### src/rtl/ecall_service_unit.sv
// ECALL service unit: handles halt/putchar system calls from the pipeline and streams
// console bytes through a first-word fall-through FIFO.
module ecall_service_unit #(
  parameter int unsigned DEPTH = 8,
  parameter int unsigned CNT_W = 16
) (
  input  logic                     clk,
  input  logic                     rst,
  input  logic                     req_valid,
  input  logic [63:0]              req_a0,
  input  logic [63:0]              req_a1,
  output logic                     req_ready,
  output logic                     con_valid,
  output logic [7:0]               con_data,
  input  logic                     con_ready,
  output logic                     halt,
  output logic                     err,
  output logic [$clog2(DEPTH):0]   fifo_count,
  output logic [CNT_W-1:0]         tx_count
);

  localparam int unsigned AW = $clog2(DEPTH);
  localparam int unsigned CW = AW + 1;

  typedef enum logic [1:0] {StRun, StDrain, StHalted, StError} state_e;

  state_e           state_q, state_d;
  logic             halt_q, err_q;
  logic [AW-1:0]    wptr_q, rptr_q;
  logic [CW-1:0]    count_q, count_d;
  logic [CNT_W-1:0] tx_q;
  logic [7:0]       mem_q [DEPTH];

  logic accept, push, pop;

  assign req_ready  = (state_q == StRun) && (count_q < CW'(DEPTH));
  assign accept     = req_valid && req_ready;
  assign push       = accept && (req_a0 == 64'd1);
  assign con_valid  = (count_q != '0);
  assign pop        = con_valid && con_ready;
  assign con_data   = mem_q[rptr_q];
  assign fifo_count = count_q;
  assign tx_count   = tx_q;
  assign halt       = halt_q;
  assign err        = err_q;

  always_comb begin
    state_d = state_q;
    unique case (state_q)
      StRun: begin
        if (accept) begin
          if (req_a0 == 64'd0) begin
            state_d = StDrain;
          end else if (req_a0 != 64'd1) begin
            state_d = StError;
          end
        end
      end
      // Halt only once every buffered byte has left the FIFO.
      StDrain: if (count_q == '0) state_d = StHalted;
      default: ;
    endcase
  end

  always_comb begin
    count_d = count_q;
    unique case ({push, pop})
      2'b10:   count_d = count_q + CW'(1);
      2'b01:   count_d = count_q - CW'(1);
      default: ;
    endcase
  end

  always_ff @(posedge clk or posedge rst) begin
    if (rst) begin
      state_q <= StRun;
      halt_q  <= 1'b0;
      err_q   <= 1'b0;
    end else begin
      state_q <= state_d;
      halt_q  <= (state_d == StHalted);
      err_q   <= (state_d == StError);
    end
  end

  always_ff @(posedge clk or posedge rst) begin
    if (rst) begin
      wptr_q  <= '0;
      rptr_q  <= '0;
      count_q <= '0;
      tx_q    <= '0;
    end else begin
      count_q <= count_d;
      if (push) wptr_q <= wptr_q + AW'(1);
      if (pop) begin
        rptr_q <= rptr_q + AW'(1);
        if (tx_q != '1) tx_q <= tx_q + CNT_W'(1);
      end
    end
  end

  // Storage needs no reset: entries are only visible while counted as occupied.
  always_ff @(posedge clk) begin
    if (push) mem_q[wptr_q] <= req_a1[7:0];
  end

endmodule

### config.mk
export PLATFORM = sky130hd
export DESIGN_NAME = ecall_service_unit
export DESIGN_NICKNAME = d
export VERILOG_FILES = /design/src/rtl/ecall_service_unit.sv
export SDC_FILE = /design/constraint.sdc
export NUM_CORES = 1
export LEC_CHECK = 0
export CORE_MARGIN = 3
export CORE_UTILIZATION = 43
export DETAILED_ROUTE_END_ITERATION = 7
export PLACE_DENSITY = 0.8
export SYNTH_ARGS = -nofsm -noshare
export SYNTH_HDL_FRONTEND = slang
export SYNTH_SLANG_ARGS = --single-unit
### constraint.sdc
create_clock -name clk -period 3.25 [get_ports clk]
set_input_delay 0.975 -clock clk [delete_from_list [all_inputs] [get_ports clk]]
set_output_delay 0.975 -clock clk [all_outputs]
set_load 0.02 [all_outputs]
# Word-level counts from Yosys, hierarchy flattened

Memory sizes are Yosys's and may differ from the RTL's.
Cells that the tools add are included.
Widths: inputs -> output; s select.

Output and inout port bits: 32
Memories: 1
Bits of input ports: 132
Word-level logic and storage cells: 40
Flip-flop bits (word level): 30
RAM bits: 64

Add/subtract/negate cells: 5
Magnitude comparators: 1
Reduce and logical (&&, ||, !) cells: 10
Muxes and demuxes: 8
Equal/unequal tests: 8

Memories:

| name  | depth | width | read ports | clocked after memory_dff | write ports | line | source |
|---|---|---|---|---|---|---|---|
| mem_q | 8     | 8     | 1          | 0                        | 1           | 32   | `logic [7:0] mem_q [DEPTH];` |

Operators by type and width:

| cell                  | number |
|---|---|
| $eq 64x1->1 const B   | 1 |
| $logic_not 64->1      | 1 |
| $ne 64x1->1 const B   | 1 |
| $add 16x1->16 const B | 1 |
| $ne 16x16->1 const B  | 1 |
| $mux 2                | 4 |
| $pmux 4 s2            | 1 |
| $add 3x1->3 const B   | 2 |
| $eq 2x2->1 const B    | 3 |
| $add 4x1->4 const B   | 1 |
| $eq 2x1->1 const B    | 2 |
| $logic_and 1x1->1     | 4 |
| $logic_not 4->1       | 1 |
| $lt 4x4->1 const B    | 1 |
| $pmux 2 s2            | 1 |
| $reduce_bool 4->1     | 1 |
| $sub 4x1->4 const B   | 1 |
| $logic_not 2->1       | 1 |
| $mux 1                | 2 |
| $reduce_and 2->1      | 1 |
| $reduce_bool 2->1     | 1 |

# Longest topological paths before layout

Gate-level depths: netlist of the first run.

Depth after elaboration: 6
Mapped depth: 11
Depth with buffers taken out: 11

# Worst setup path after synthesis of the first run

OpenSTA, ideal clock, no wires.

Path kind: input port to flip-flop
From: in req_a0[28]
To: reg count_q[2] (netlist: fifo_count[2])
Required time: 3.115 ns
Cell stages on the path: 11
Path slack: 0.066 ns
Arrival time: 3.049 ns
Buffers on the path: 0
Path through: nor4_1 > nand4_1 > nor4_4 > nand3_4 > ha_1 > xor2_1 > ha_1 > a21oi_1 > xor2_1 > nor2_1 > xor2_1

Word-level cells in the longest chain between the ends: 4

Ends and longest elaborated chain:

| what                                            | line | source |
|---|---|---|
| start, declared                                 | 10   | `input logic [63:0] req_a0,` |
| $eq 64x1->1 (*)                                 | 38   | `assign push = accept && (req_a0 == 64'd1);` |
| $logic_and 1x1->1 (*)                           | 38   |  |
| $eq 2x1->1 or $eq 2x2->1 (tied branches)        | 67   | `unique case ({push, pop})` |
| $pmux 4 s2 or $reduce_bool 2->1 (tied branches) | --   |  |
| end signal, assigned                            | 93   | `count_q <= count_d;` |
| end, declared                                   | 30   | `logic [CW-1:0] count_q, count_d;` |

Every way passes the cells marked *; elsewhere a longest branch is shown, timed or not.
A chain may end at the register's enable or synchronous reset.

# Final worst setup path of the first run

From: in req_a0[1]
To: reg count_q[2] (netlist: fifo_count[2])

Same word-level chain as after synthesis.

==> impl_metrics.py, run 1 <==
metrics = {
    "route": {
        "post_drt_wl_per_cell_um": 17.9,
        "met3_length_um": 670,
        "drt_iter0_markers": 106,
        "wirelength_um": 8900,
        "drc": 0,
        "dr.pass1.iters": 4,
        "ant_nets": 0,
        "vias": 2711,
        "met1_length_um": 3520,
        "met2_length_um": 4620,
        "top_layer_used": "met4",
        "routed_via_density": 5.47,
    },
    "place": {
        "numPortBuffers": 107,
        "globalplace.congestion": 0.807,
        "hpwl_um": 6550,
        "placed_cell_area_sq_mm": 0.00538,
    },
    "clocking": {
        "clock_latency_ps": 350,
        "htreeDepth": 3,
        "clock_sinks": 94,
        "clkSlewWorstSetupHoldPaths_ps": 90,
        "cts-root-buf": "clkbuf_8",
        "cts_buffers": 9,
        "cts_buffer_depth": 2,
        "cts_tree": "done",
    },
    "pwr": {
        "clkPwrFrac": 0.359,
        "powerDensity_mw_per_mm2": 387,
        "p_int_w": 0.00173,
        "ir_drop_v": 0.000197,
        "power_switching_w": 0.000455,
        "swShare": 0.209,
        "seqPwrFrac": 0.587,
        "comb_power_share": 0.054,
        "p_leak_nw": 2.06,
    },
    "min_path": {
        "whs_path_depth": 1,
        "hold_class": "reg2reg",
        "worstHoldStart": "tx_count[13]",
        "holdPathEnd": "tx_count[13]",
    },
    "finish": {
        "final_area_sq_mm": 0.00564,
        "final_common_cell": "clkdlybuf4s50_1",
        "area_growth_pct": 39.0,
        "fin_util": 0.631,
        "num_antenna_cells": 0,
        "layout.nets": 521,
        "final_cell_mix": "97 x clkdlybuf4s50_1, 64 x edfxtp_1, 30 x dfrtp_1, 16 x mux4_2, 16 x buf_4",
        "drive_above_1_share": 0.191,
    },
    "sta": {
        "drv_slew": 0,
        "tightestPinTransition_ps": 476,
        "slew_headroom": 0.680,
        "max_freq_mhz": 317,
        "hold_violations": 0,
        "skew_ps": 10.3,
        "period_needed_ps": 3160,
        "rsz0062_at_grt": "false",
        "setup_viol": 0,
        "tns_ps": 0,
        "period_share": 0.971,
    },
    "yosys": {
        "synth_edf_count": 64,
        "ys_seq_area_frac": 0.659,
        "netlist_area_sq_mm": 0.00405,
        "syn_avg_cell_area_sq_um": 15.9,
        "synth.distinct_cells": 36,
        "synthTopCellsByArea": "edfxtp_1 47%, dfrtp_1 19%, mux4_2 8.9%",
        "yosysWarnings": 0,
        "syn_nets": 393,
        "synthFlopType": "edfxtp_1",
        "synth-seq-cells": 94,
        "async_reset_ff_frac": 0.319,
        "synth_cells": 255,
        "synth_top_area_cell": "edfxtp_1",
        "yosys.area.top_type_share": 0.474,
    },
    "critical_path": {
        "reg2reg_from": "fifo_count[3]",
        "r2r_slack_ps": 960,
        "reg2regPathDepth": 10,
        "cp-end-kind": "register",
        "timing.rr.end": "fifo_count[2]",
        "cp.required_ps": 3490,
        "crit_path_max_fanout": 2,
        "crit_type": "in2reg",
        "cp.arrival_ps": 3400,
        "start_kind": "input port",
    },
    "grt": {
        "grt_max_degree": 31,
        "antenna_found_initial": 0,
        "grt_pass1_vias": 2807,
        "grtUsageTotal": 0.176,
        "overflow": 0,
        "grt_pass1_wl_um": 13900,
    },
    "floorplanning": {
        "dieWidth_um": 103,
        "die_area_sq_mm": 0.0106,
        "dieHeight_um": 103,
        "start_util": 0.454,
        "rows": 34,
        "core_area_sq_mm": 0.00893,
        "io_pins": 164,
    },
    "outcome": {
        "outcome": "completed",
    },
    "job": {
        "maxCapViolCount": 0,
    },
}
Yosys cell counts, types with 3 or more instances:
cell      instances
edfxtp_1         64
nand2b_1          4
and3_1            3
o21ai_0           5
a21oi_1           5
xnor2_1          11
nor4_1           15
mux2_2           11
mux4_2           16
inv_1             3
nand2_1           8
buf_2             5
xor2_1           11
nand3b_1          3
ha_1              6
dfrtp_1          30
nand3_1           5
nand4_1          12
nor2_1           13
nor3_1            7
per-stage QoR:
| stage | std cells | total power (W) | hold WS (ps) | setup slack [ps] |
|---|---|---|---|---|
| global route | 496 | 0.00226 | 528 | 2.85 |
| finish | 496 | 0.00218 | 505 | 94.4 |
| floorplan | 255 | 0.00132 | 484 | 66.5 |
| detailed placement | 480 | 0.00142 | 492 | -446 |
| CTS | 496 | 0.00220 | 506 | 1.96 |
| global placement | 480 | 0.00142 | 489 | -424 |
final cells by class:
type / instances / area [sq um]
inverter: 3 / 11.3
timing repair buffer: 125 / 1220
clock inverter: 7 / 81.3
fill: 666 / 3300
tap: 108 / 135
multi-input combinational: 150 / 1390
sequential: 94 / 2670
clock buffer: 9 / 124
worst max path at each step:
stage	start	end	slack [ps]	depth (start not counted)
finish	req_a0[1]	fifo_count[2]	90	12
global route	req_a0[10]	fifo_count[2]	3	12
CTS	req_a0[1]	fifo_count[2]	2	12
detailed placement	req_a0[33]	fifo_count[2]	-450	12
global placement	req_a0[33]	fifo_count[2]	-420	12
floorplan	req_a0[28]	fifo_count[2]	70	11
critical path, cell delays in order:
cell	delay, ps
clkdlybuf4s50_1	430
nor4_2	320
nand4_1	180
nor4_4	350
nand3_4	120
ha_4	180
xor2_2	170
ha_2	190
a21oi_2	110
xor2_1	150
nor2_1	70
xor2_1	140
cell families (layout without fill, tap and decap cells):
| logic type | count (synthesis) | in the layout | share of synthesized area |
|---|---|---|---|
| DFF | 94 | 94 | 0.659 |
| and+or+nand+nor | 78 | 78 | 0.115 |
| muxes | 28 | 28 | 0.123 |
| xor gates and xnor gates | 22 | 22 | 0.0475 |
| AOI/OAI and AO/OA | 16 | 16 | 0.0253 |
| buffers and inverters | 11 | 144 | 0.0117 |
| adders and majority gates | 6 | 6 | 0.0185 |
power groups by stage:
stage                     Combinational [W]  Sequential [W]  Clock [W]
after floorplan                  0.00000954         0.00131          0
after global placement             0.000114         0.00131          0
after detailed placement           0.000117         0.00131          0
after CTS                          0.000119         0.00128   0.000798
after global routing               0.000126         0.00128   0.000850
final                              0.000118         0.00128   0.000784
routing by layer:
metal	track usage	up-vias
li1	-	1258
met3	0.0548	8
met5	0	-
met2	0.303	125
met1	0.210	1320
met4	0.0618	0
registers in the layout, summed over array words and instances, names as in the netlist:
register / flops
wptr_q: 3
mem_q: 64
tx_count: 16
err: 1
state_q: 2
fifo_count: 4
rptr_q: 3
halt: 1
timing repair:
| item | in CTS | in global routing |
|---|---|---|
| setup buffers | 0 | 0 |
| hold endpoints to repair | 0 | 0 |
| gates resized for setup | 13 | 7 |
| pin swaps | 3 | 7 |
| hold buffers | 0 | 0 |
| setup endpoints to repair | 9 | 2 |
No activity file was read; power rests on OpenSTA's default activity.
==> inputs of run 2 (changes only) <==
- CELL_PAD_IN_SITES_DETAIL_PLACEMENT: default -> 0
- CELL_PAD_IN_SITES_GLOBAL_PLACEMENT: default -> 1
- CORE_UTILIZATION: 43 -> 34
- PLACE_DENSITY: 0.8 -> default
- PLACE_DENSITY_LB_ADDON: default -> 0.1
==> run 2 against run 1 <==
Compared with the run above:
- sequential cell count unchanged
- final cell count increased by 7.7%
- hold slack improved by 1.2 ps
- largest power group unchanged
- combinational power about the same
==> impl_metrics.py, run 2 (same netlist as run 1, synthesis figures left out) <==
metrics = {
    "sta": {
        "max_freq_mhz": 323,
        "whs_ps": 506,
        "period_needed_ps": 3100,
        "slew_headroom": 0.649,
        "period_share": 0.953,
        "hold_violations": 0,
        "drv_slew": 0,
        "setup_viol": 0,
        "skew_ps": 8.77,
        "tightestPinTransition_ps": 521,
        "rsz0062_at_grt": "false",
    },
    "finish": {
        "largest_register_ffs": 64,
        "layout.nets": 524,
        "drive_above_1_share": 0.199,
        "final_cell_mix": "85 x clkdlybuf4s50_1, 64 x edfxtp_1, 30 x dfrtp_1, 18 x buf_4, 16 x mux4_2",
        "final_area_sq_mm": 0.00583,
        "final_common_cell": "clkdlybuf4s50_1",
        "top_register": "mem_q",
        "area_growth_pct": 43.7,
        "fin_util": 0.506,
        "num_antenna_cells": 0,
    },
    "floorplanning": {
        "rows": 39,
        "die_area_sq_mm": 0.0133,
        "start_util": 0.352,
        "io_pins": 164,
        "dieHeight_um": 115,
        "dieWidth_um": 115,
        "core_area_sq_mm": 0.0115,
    },
    "place": {
        "numPortBuffers": 107,
        "placed_cell_area_sq_mm": 0.00545,
        "hpwl_um": 6680,
        "globalplace.congestion": 0.718,
    },
    "clocking": {
        "htreeDepth": 3,
        "hold_buffers": 0,
        "cts_buffers": 9,
        "cts_buffer_depth": 2,
        "clock_latency_ps": 330,
        "clock_sinks": 94,
        "clkSlewWorstSetupHoldPaths_ps": 60,
        "cts_tree": "done",
        "cts-root-buf": "clkbuf_16",
    },
    "route": {
        "met3_length_um": 281,
        "dr.pass1.iters": 4,
        "met2_length_um": 4780,
        "met1_length_um": 4140,
        "vias": 2625,
        "post_drt_wl_per_cell_um": 17.5,
        "wirelength_um": 9320,
        "top_layer_used": "met4",
        "drc": 0,
        "routed_via_density": 4.92,
        "ant_nets": 0,
        "drt_iter0_markers": 135,
    },
    "grt": {
        "antenna_found_initial": 0,
        "grt_pass1_wl_um": 14700,
        "overflow": 0,
        "grtUsageTotal": 0.145,
        "grt_pass1_vias": 2751,
        "grt_max_degree": 31,
    },
    "pwr": {
        "powerDensity_mw_per_mm2": 400,
        "ir_drop_v": 0.000295,
        "p_leak_nw": 2.23,
    },
    "critical_path": {
        "crit_path_max_fanout": 2,
        "reg2regPathDepth": 10,
        "cp.required_ps": 3460,
        "cp.arrival_ps": 3310,
        "start_kind": "input port",
        "crit_type": "in2reg",
        "cp-end-kind": "register",
    },
    "job": {
        "maxCapViolCount": 0,
    },
    "min_path": {
        "whs_path_depth": 1,
        "hold_class": "reg2reg",
    },
    "outcome": {
        "outcome": "completed",
    },
}
## run 2: path summary, 6_finish.rpt
path	from	end	slack, ps
max in group asynchronous	rst	rptr_q[1]	1940
worst max register to register	fifo_count[3]	fifo_count[2]	930
worst min register to register	tx_count[13]	tx_count[13]	510
min in group asynchronous	rst	wptr_q[2]	1020
worst max-delay path	req_a0[5]	fifo_count[2]	150
worst min-delay path	tx_count[13]	tx_count[13]	510
## run 2: area by class of cell
type	count	area, sq um
clock buffer	13	240
timing repair buffer	128	1280
multi-input combinational	150	1420
inverter	3	11.3
tap	143	179
clock inverter	3	21.3
sequential	94	2670
fill	1008	5690
## run 2: timing repair
action | 4_1_cts | 5_1_grt
buffers inserted | 0 | 0
cloned | 0 | 0
pin swaps | 4 | 19
setup endpoints to repair | 9 | 2
gates resized for setup | 11 | 28
## run 2: power breakdown
part	switching, W	total (W)	internal [W]	leakage, nW
logic	0.0000357	0.000117	0.0000809	1.12
registers	0	0.00128	0.00128	0.984
clock network	0.000414	0.000935	0.000521	0.124
## run 2: per-layer routing
layer / vias up / GRT usage
li1: 1263 / -
met1: 1312 / 0.191
met2: 42 / 0.238
met3: 8 / 0.0363
met4: 0 / 0.0423
met5: - / 0
## run 2: worst max-delay path: stages
cell and delay (ps):
clkdlybuf4s50_1 410, nor4_2 260, nand4_1 180, nor4_4 370
nand3_4 120, ha_4 180, xor2_1 160, ha_2 190
a21oi_2 110, xor2_1 150, nor2_1 70, xor2_1 140
## run 2: stage by stage
step                      setup TNS (ps)  setup WS [ps]  instances  total power [W]
after floorplan                        0           66.5        255          0.00132
after global placement            -12820           -456        518          0.00142
after detailed placement           -8610           -369        518          0.00142
after CTS                              0           8.58        534          0.00236
after global routing                   0           2.45        534          0.00242
final                                  0            152        534          0.00233
